**src/rtl/enable_tick_gen.sv**
```systemverilog
// Start/stop push-button controlled enable-strobe generator: synchronizes and
// debounces two raw buttons, then runs a div+1 prescaler while in RUN.
module enable_tick_gen #(
    parameter int DIV_WIDTH       = 8,
    parameter int DEBOUNCE_CYCLES = 4
) (
    input  logic                 clk,
    input  logic                 reset,
    input  logic                 start_btn,
    input  logic                 stop_btn,
    input  logic [DIV_WIDTH-1:0] div,
    output logic                 enable,
    output logic                 running,
    output logic                 fsm_state
);

    localparam int CW = $clog2(DEBOUNCE_CYCLES);
    localparam logic [CW-1:0] CNT_LAST = CW'(DEBOUNCE_CYCLES - 1);

    typedef enum logic {
        IDLE = 1'b0,
        RUN  = 1'b1
    } state_t;

    // bit 0 = start, bit 1 = stop throughout the button path
    logic [1:0]    sync1;
    logic [1:0]    sync2;
    logic [1:0]    deb;
    logic [1:0]    deb_d;
    logic [CW-1:0] cnt [2];
    logic          start_evt;
    logic          stop_evt;

    state_t                 state;
    state_t                 state_nxt;
    logic [DIV_WIDTH-1:0]   presc;
    logic [DIV_WIDTH-1:0]   presc_nxt;
    logic [DIV_WIDTH-1:0]   div_q;
    logic [DIV_WIDTH-1:0]   div_q_nxt;
    logic                   enable_nxt;

    always_ff @(posedge clk or negedge reset) begin
        if (!reset) begin
            sync1 <= '0;
            sync2 <= '0;
        end else begin
            sync1 <= {stop_btn, start_btn};
            sync2 <= sync1;
        end
    end

    // The level flips only after DEBOUNCE_CYCLES consecutive disagreeing samples.
    always_ff @(posedge clk or negedge reset) begin
        if (!reset) begin
            deb   <= '0;
            deb_d <= '0;
            for (int i = 0; i < 2; i++) begin
                cnt[i] <= '0;
            end
        end else begin
            deb_d <= deb;
            for (int i = 0; i < 2; i++) begin
                if (sync2[i] != deb[i]) begin
                    if (cnt[i] == CNT_LAST) begin
                        deb[i] <= sync2[i];
                        cnt[i] <= '0;
                    end else begin
                        cnt[i] <= cnt[i] + 1'b1;
                    end
                end else begin
                    cnt[i] <= '0;
                end
            end
        end
    end

    assign start_evt = deb[0] & ~deb_d[0];
    assign stop_evt  = deb[1] & ~deb_d[1];

    always_ff @(posedge clk or negedge reset) begin
        if (!reset) begin
            state <= IDLE;
        end else begin
            state <= state_nxt;
        end
    end

    // Stop has priority over start in either state.
    always_comb begin
        state_nxt = state;
        if (stop_evt) begin
            state_nxt = IDLE;
        end else if (start_evt) begin
            state_nxt = RUN;
        end
    end

    always_comb begin
        presc_nxt  = '0;
        div_q_nxt  = div_q;
        enable_nxt = 1'b0;
        if (stop_evt) begin
            presc_nxt = '0;
        end else if (start_evt) begin
            div_q_nxt = div;
        end else if (state == RUN) begin
            if (presc == div_q) begin
                enable_nxt = 1'b1;
            end else begin
                presc_nxt = presc + 1'b1;
            end
        end
    end

    always_ff @(posedge clk or negedge reset) begin
        if (!reset) begin
            presc   <= '0;
            div_q   <= '0;
            enable  <= 1'b0;
            running <= 1'b0;
        end else begin
            presc   <= presc_nxt;
            div_q   <= div_q_nxt;
            enable  <= enable_nxt;
            running <= (state_nxt == RUN);
        end
    end

    assign fsm_state = state;

endmodule

```
**config.mk**
```make
export PLATFORM = sky130hd
export DESIGN_NAME = enable_tick_gen
export DESIGN_NICKNAME = d
export VERILOG_FILES = /design/src/rtl/enable_tick_gen.sv
export SDC_FILE = /design/constraint.sdc
export NUM_CORES = 1
export LEC_CHECK = 0
export BUFFER_PORTS_ARGS = -buffer_cell sky130_fd_sc_hd__buf_2
export CAP_MARGIN = 25
export CORE_ASPECT_RATIO = 0.8
export CORE_MARGIN = 2
export CORE_UTILIZATION = 55
export CTS_BUF_LIST = sky130_fd_sc_hd__clkbuf_2
export DETAILED_ROUTE_END_ITERATION = 12
export PLACE_DENSITY = 0.73
export SLEW_MARGIN = 20
export SYNTH_ARGS = -nofsm -noshare
export SYNTH_HDL_FRONTEND = slang
export SYNTH_SLANG_ARGS = --single-unit
```
**constraint.sdc**
```tcl
create_clock -name clk -period 1.9 [get_ports clk]
set_clock_uncertainty 0.15 [all_clocks]
set_input_delay 0.475 -clock clk [delete_from_list [all_inputs] [get_ports clk]]
set_output_delay 0.475 -clock clk [all_outputs]
set_load 0.05 [all_outputs]
```
==> impl_table.tex <==
\begin{tabular}{lr}
\hline
Metric & Value \\
\hline
\multicolumn{2}{l}{\textbf{Pwr}} \\
\quad Power density over cell area & 1410 nW/µm² \\
\quad P\_int & 1.27 mW \\
\quad Clock power frac & 14.3\% \\
\quad Reported leakage power & 0.652 nW \\
\quad Sequential share of power & 49.1\% \\
\quad Switching power as a share of total power & 36.4\% \\
\quad Net switching power & 0.729 mW \\
\quad IR Drop Worst-Case VDD & 1.00 mV \\
\quad Combinational share of power & 36.6\% \\
\multicolumn{2}{l}{\textbf{Clock tree}} \\
\quad Clock transition at the register clock pins on the worst setup and hold paths after CTS & 0.14 ns \\
\quad CTS H-tree depth & 2 \\
\quad Source-to-sink clock delay at the later pin of the worst-skew pair & 0.34 ns \\
\quad Total clock sinks & 30 \\
\quad Largest buffer count on any clock path & 2 \\
\quad Root cell of the clock tree & clkbuf\_2 \\
\quad Num CTS Buffers & 5 \\
\quad Clock tree from TritonCTS & done \\
\multicolumn{2}{l}{\textbf{Hold path}} \\
\quad End point of the worst hold path & sync1[1] \\
\quad Worst hold path type & primary input to flop \\
\quad Hold path depth & 1 \\
\quad HP Start & stop\_btn \\
\multicolumn{2}{l}{\textbf{Yosys}} \\
\quad Largest cells by area after synthesis & dfrtp\_1, mux2\_2, xor2\_1 \\
\quad Share of synthesized registers carrying an async set or reset & 100\% \\
\quad Post-Synthesis Net Count & 107 \\
\quad Netlist area before placement & 1270 µm² \\
\quad Distinct cells, synth & 23 \\
\quad Most used flip-flop cell after synthesis & dfrtp\_1 \\
\quad Largest area contributor in the synthesized netlist & dfrtp\_1 \\
\quad FF+latch count, synth & 30 \\
\quad Number of instances in the synthesized netlist & 92 \\
\quad Register area share after synthesis & 59.0\% \\
\quad Post-Syn Area per Cell & 13.8 µm² \\
\quad Yosys top cell area share & 59.0\% \\
\quad Count of flip-flops with a built-in enable after synthesis & 0 \\
\quad Synth warn & 0 \\
\multicolumn{2}{l}{\textbf{Detailed routing}} \\
\quad Routed WL per cell & 14.3 µm \\
\quad Wirelength, routed & 1970 µm \\
\quad Vias/cell & 5.65 \\
\quad Antenna viol nets, final & 0 \\
\quad DRC violation count after routing & 0 \\
\quad Number of vias after detailed routing & 780 \\
\quad Initial DRT Pass Iterations & 4 \\
\quad Violation count after the first detailed-routing iteration & 24 \\
\multicolumn{2}{l}{\textbf{Die}} \\
\quad Starting density of the core & 58.4\% \\
\quad Area of the core region & 2180 µm² \\
\quad Die extent in y & 47.0 µm \\
\quad Number of placed I/O pins & 15 \\
\quad Die boundary width & 57.8 µm \\
\quad Row cnt & 15 \\
\quad Area enclosed by the die boundary & 2720 µm² \\
\multicolumn{2}{l}{\textbf{Status}} \\
\quad Run status & completed \\
\multicolumn{2}{l}{\textbf{Placed design}} \\
\quad Placed wire-length estimate after detailed placement & 1420 µm \\
\quad Placed Cells & 130 \\
\quad Setup Slack @ Placement & 0.269 ns \\
\quad Number of input and output port buffers inserted & 14 \\
\quad GP Congestion & 0.767 \\
\multicolumn{2}{l}{\textbf{Layout}} \\
\quad Top library cells by usage in the layout, fill and taps aside & dfrtp\_1, buf\_2, xor2\_1, mux2\_2, clkbuf\_2 \\
\quad NumNets Final & 128 \\
\quad Most frequent standard cell in the layout excluding fill and tap cells & dfrtp\_1 \\
\quad Number of inserted diodes & 0 \\
\quad Layout cells sized above 1 & 31.9\% \\
\quad Number of standard cells in the layout, taps in and fillers out & 138 \\
\quad Area Overhead vs Synth & 11.3\% \\
\multicolumn{2}{l}{\textbf{Setup path}} \\
\quad FF-to-FF setup slack & 0.25 ns \\
\quad Crit Path Category & flop to flop \\
\quad Critical path, cell by cell & ha\_1 -> nand2\_1 -> or3\_1 -> a221oi\_1 \\
\quad R2R Path End & presc[6] \\
\quad Crit path required time & 2.00 ns \\
\quad Worst endpoint data arrival time & 1.76 ns \\
\quad Stage delay of the slowest cell on the critical path & 0.47 ns \\
\quad Critical path peak fanout & 5 \\
\quad Launching element type of the critical path & flop \\
\quad Kind of cell adding the most delay to the critical path & flip-flops \\
\quad Source of the worst register-to-register timing path & presc[0] \\
\quad Total buffers and inverters traversed by the critical path & 0 \\
\quad Cell with the biggest individual delay on the critical path & dfrtp\_1 \\
\quad Number of cells traversed by the worst register-to-register path & 4 \\
\quad Worst Setup End Kind & flop \\
\multicolumn{2}{l}{\textbf{Timing}} \\
\quad Fin Setup TNS & 0 ns \\
\quad Final hold viol count & 0 \\
\quad Crit path setup slack, layout & 0.245 ns \\
\quad Final setup violation count & 0 \\
\quad Final critical delay including setup and external delays & 1.65 ns \\
\quad Slew at the pin closest to its max-slew limit & 0.627 ns \\
\quad RSZ-0062 raised after global routing & no \\
\quad Worst slew margin & 58.2\% \\
\quad Post-route fraction of the period consumed by the critical path & 87.1\% \\
\quad Highest clock frequency the design can meet & 0.604 GHz \\
\quad Number of slew-limit violations in the final report & 0 \\
\multicolumn{2}{l}{\textbf{Run}} \\
\quad Max-capacitance violation count & 0 \\
\multicolumn{2}{l}{\textbf{Global route}} \\
\quad Via count of the first global-routing pass & 735 \\
\quad Global-route usage over all layers & 17.3\% \\
\quad Total congestion overflow after global routing & 0 \\
\quad Pin count of the biggest net entering global routing & 31 \\
\quad Antenna violations before repair & 0 \\
\quad Global-route wire length before repair & 3260 µm \\
\hline
\end{tabular}
metrics by stage:
stage	util, %	power, mW	instance area (µm²)	hold slack, ns
finish	65.1	2.00	1420	0.0880
detailed placement	63.0	1.74	1370	0.196
global placement	63.0	1.70	1370	0.185
CTS	65.1	2.02	1420	0.0698
global route	65.1	2.14	1420	0.0459
floorplan	-	1.57	1270	0.0294
Yosys cell counts, types with 2 or more instances:
cell      number
a211oi_1       5
a221oi_1       3
dfrtp_1       30
ha_1           3
mux2_2        10
nand2_1        2
nand2b_1       2
nand3_1        3
nor2b_1        3
nor3_1         2
nor4_4         2
o21ai_0        3
or3_1          3
xnor2_1        3
xor2_1        10
how the worst max path moves through the flow:
stage	startpoint	end	slack, ns	depth (start not counted)
finish	presc[0]	presc[6]	0.25	4
global placement	presc[4]	presc[0]	0.34	3
detailed placement	presc[4]	presc[6]	0.27	3
global route	presc[4]	presc[7]	0.15	3
CTS	running	fsm_state	0.23	1
floorplan	running	running	0.35	1
cell families after synthesis:
kind of cell | synth area share (%)
AND/OR/NAND/NOR | 11.8
buffers and inverters | 1.67
AO/OA/AOI/OAI | 6.79
XOR/XNOR | 8.95
multiplexers | 8.85
adder cells (fa/ha/maj) | 2.95
flip-flops | 59.0
what timing repair did:
action                                 in CTS  in global routing
endpoints found under the hold margin      23                  0
gates resized for setup                     0                  0
hold buffers                                1                  0
buffers inserted                            0                  0
metal layers:
| layer | vias up | track usage (%) | wire [µm] |
|---|---|---|---|
| met5 | - | 0 | 0 |
| met4 | 0 | 9.77 | 38 |
| met3 | 5 | 5.79 | 131 |
| met2 | 30 | 27.5 | 931 |
| met1 | 378 | 21.3 | 867 |
| li1 | 367 | - | - |
power groups by stage:
stage	sequential, mW	clock (mW)	combinational (mW)
floorplan	0.997	0	0.568
global placement	0.990	0	0.709
detailed placement	1.00	0	0.738
CTS	0.987	0.296	0.741
global route	1.01	0.325	0.801
finish	0.983	0.285	0.733
cell type report:
type                    count  area [µm²]
repair buffers             17        95.1
inverters                   1        3.75
clock buffers               7        35.0
fillers                   187         761
flip-flops and latches     30         751
multi-input cells          58         500
well taps                  25        31.3
flip-flops by register name, summed over array words and instances (netlist names):
| signal | cells |
|---|---|
| cnt | 4 |
| deb | 2 |
| deb_d | 2 |
| div_q | 8 |
| enable | 1 |
| presc | 8 |
| running | 1 |
| sync1 | 2 |
| sync2 | 2 |
(Power assumes the default switching activity.)
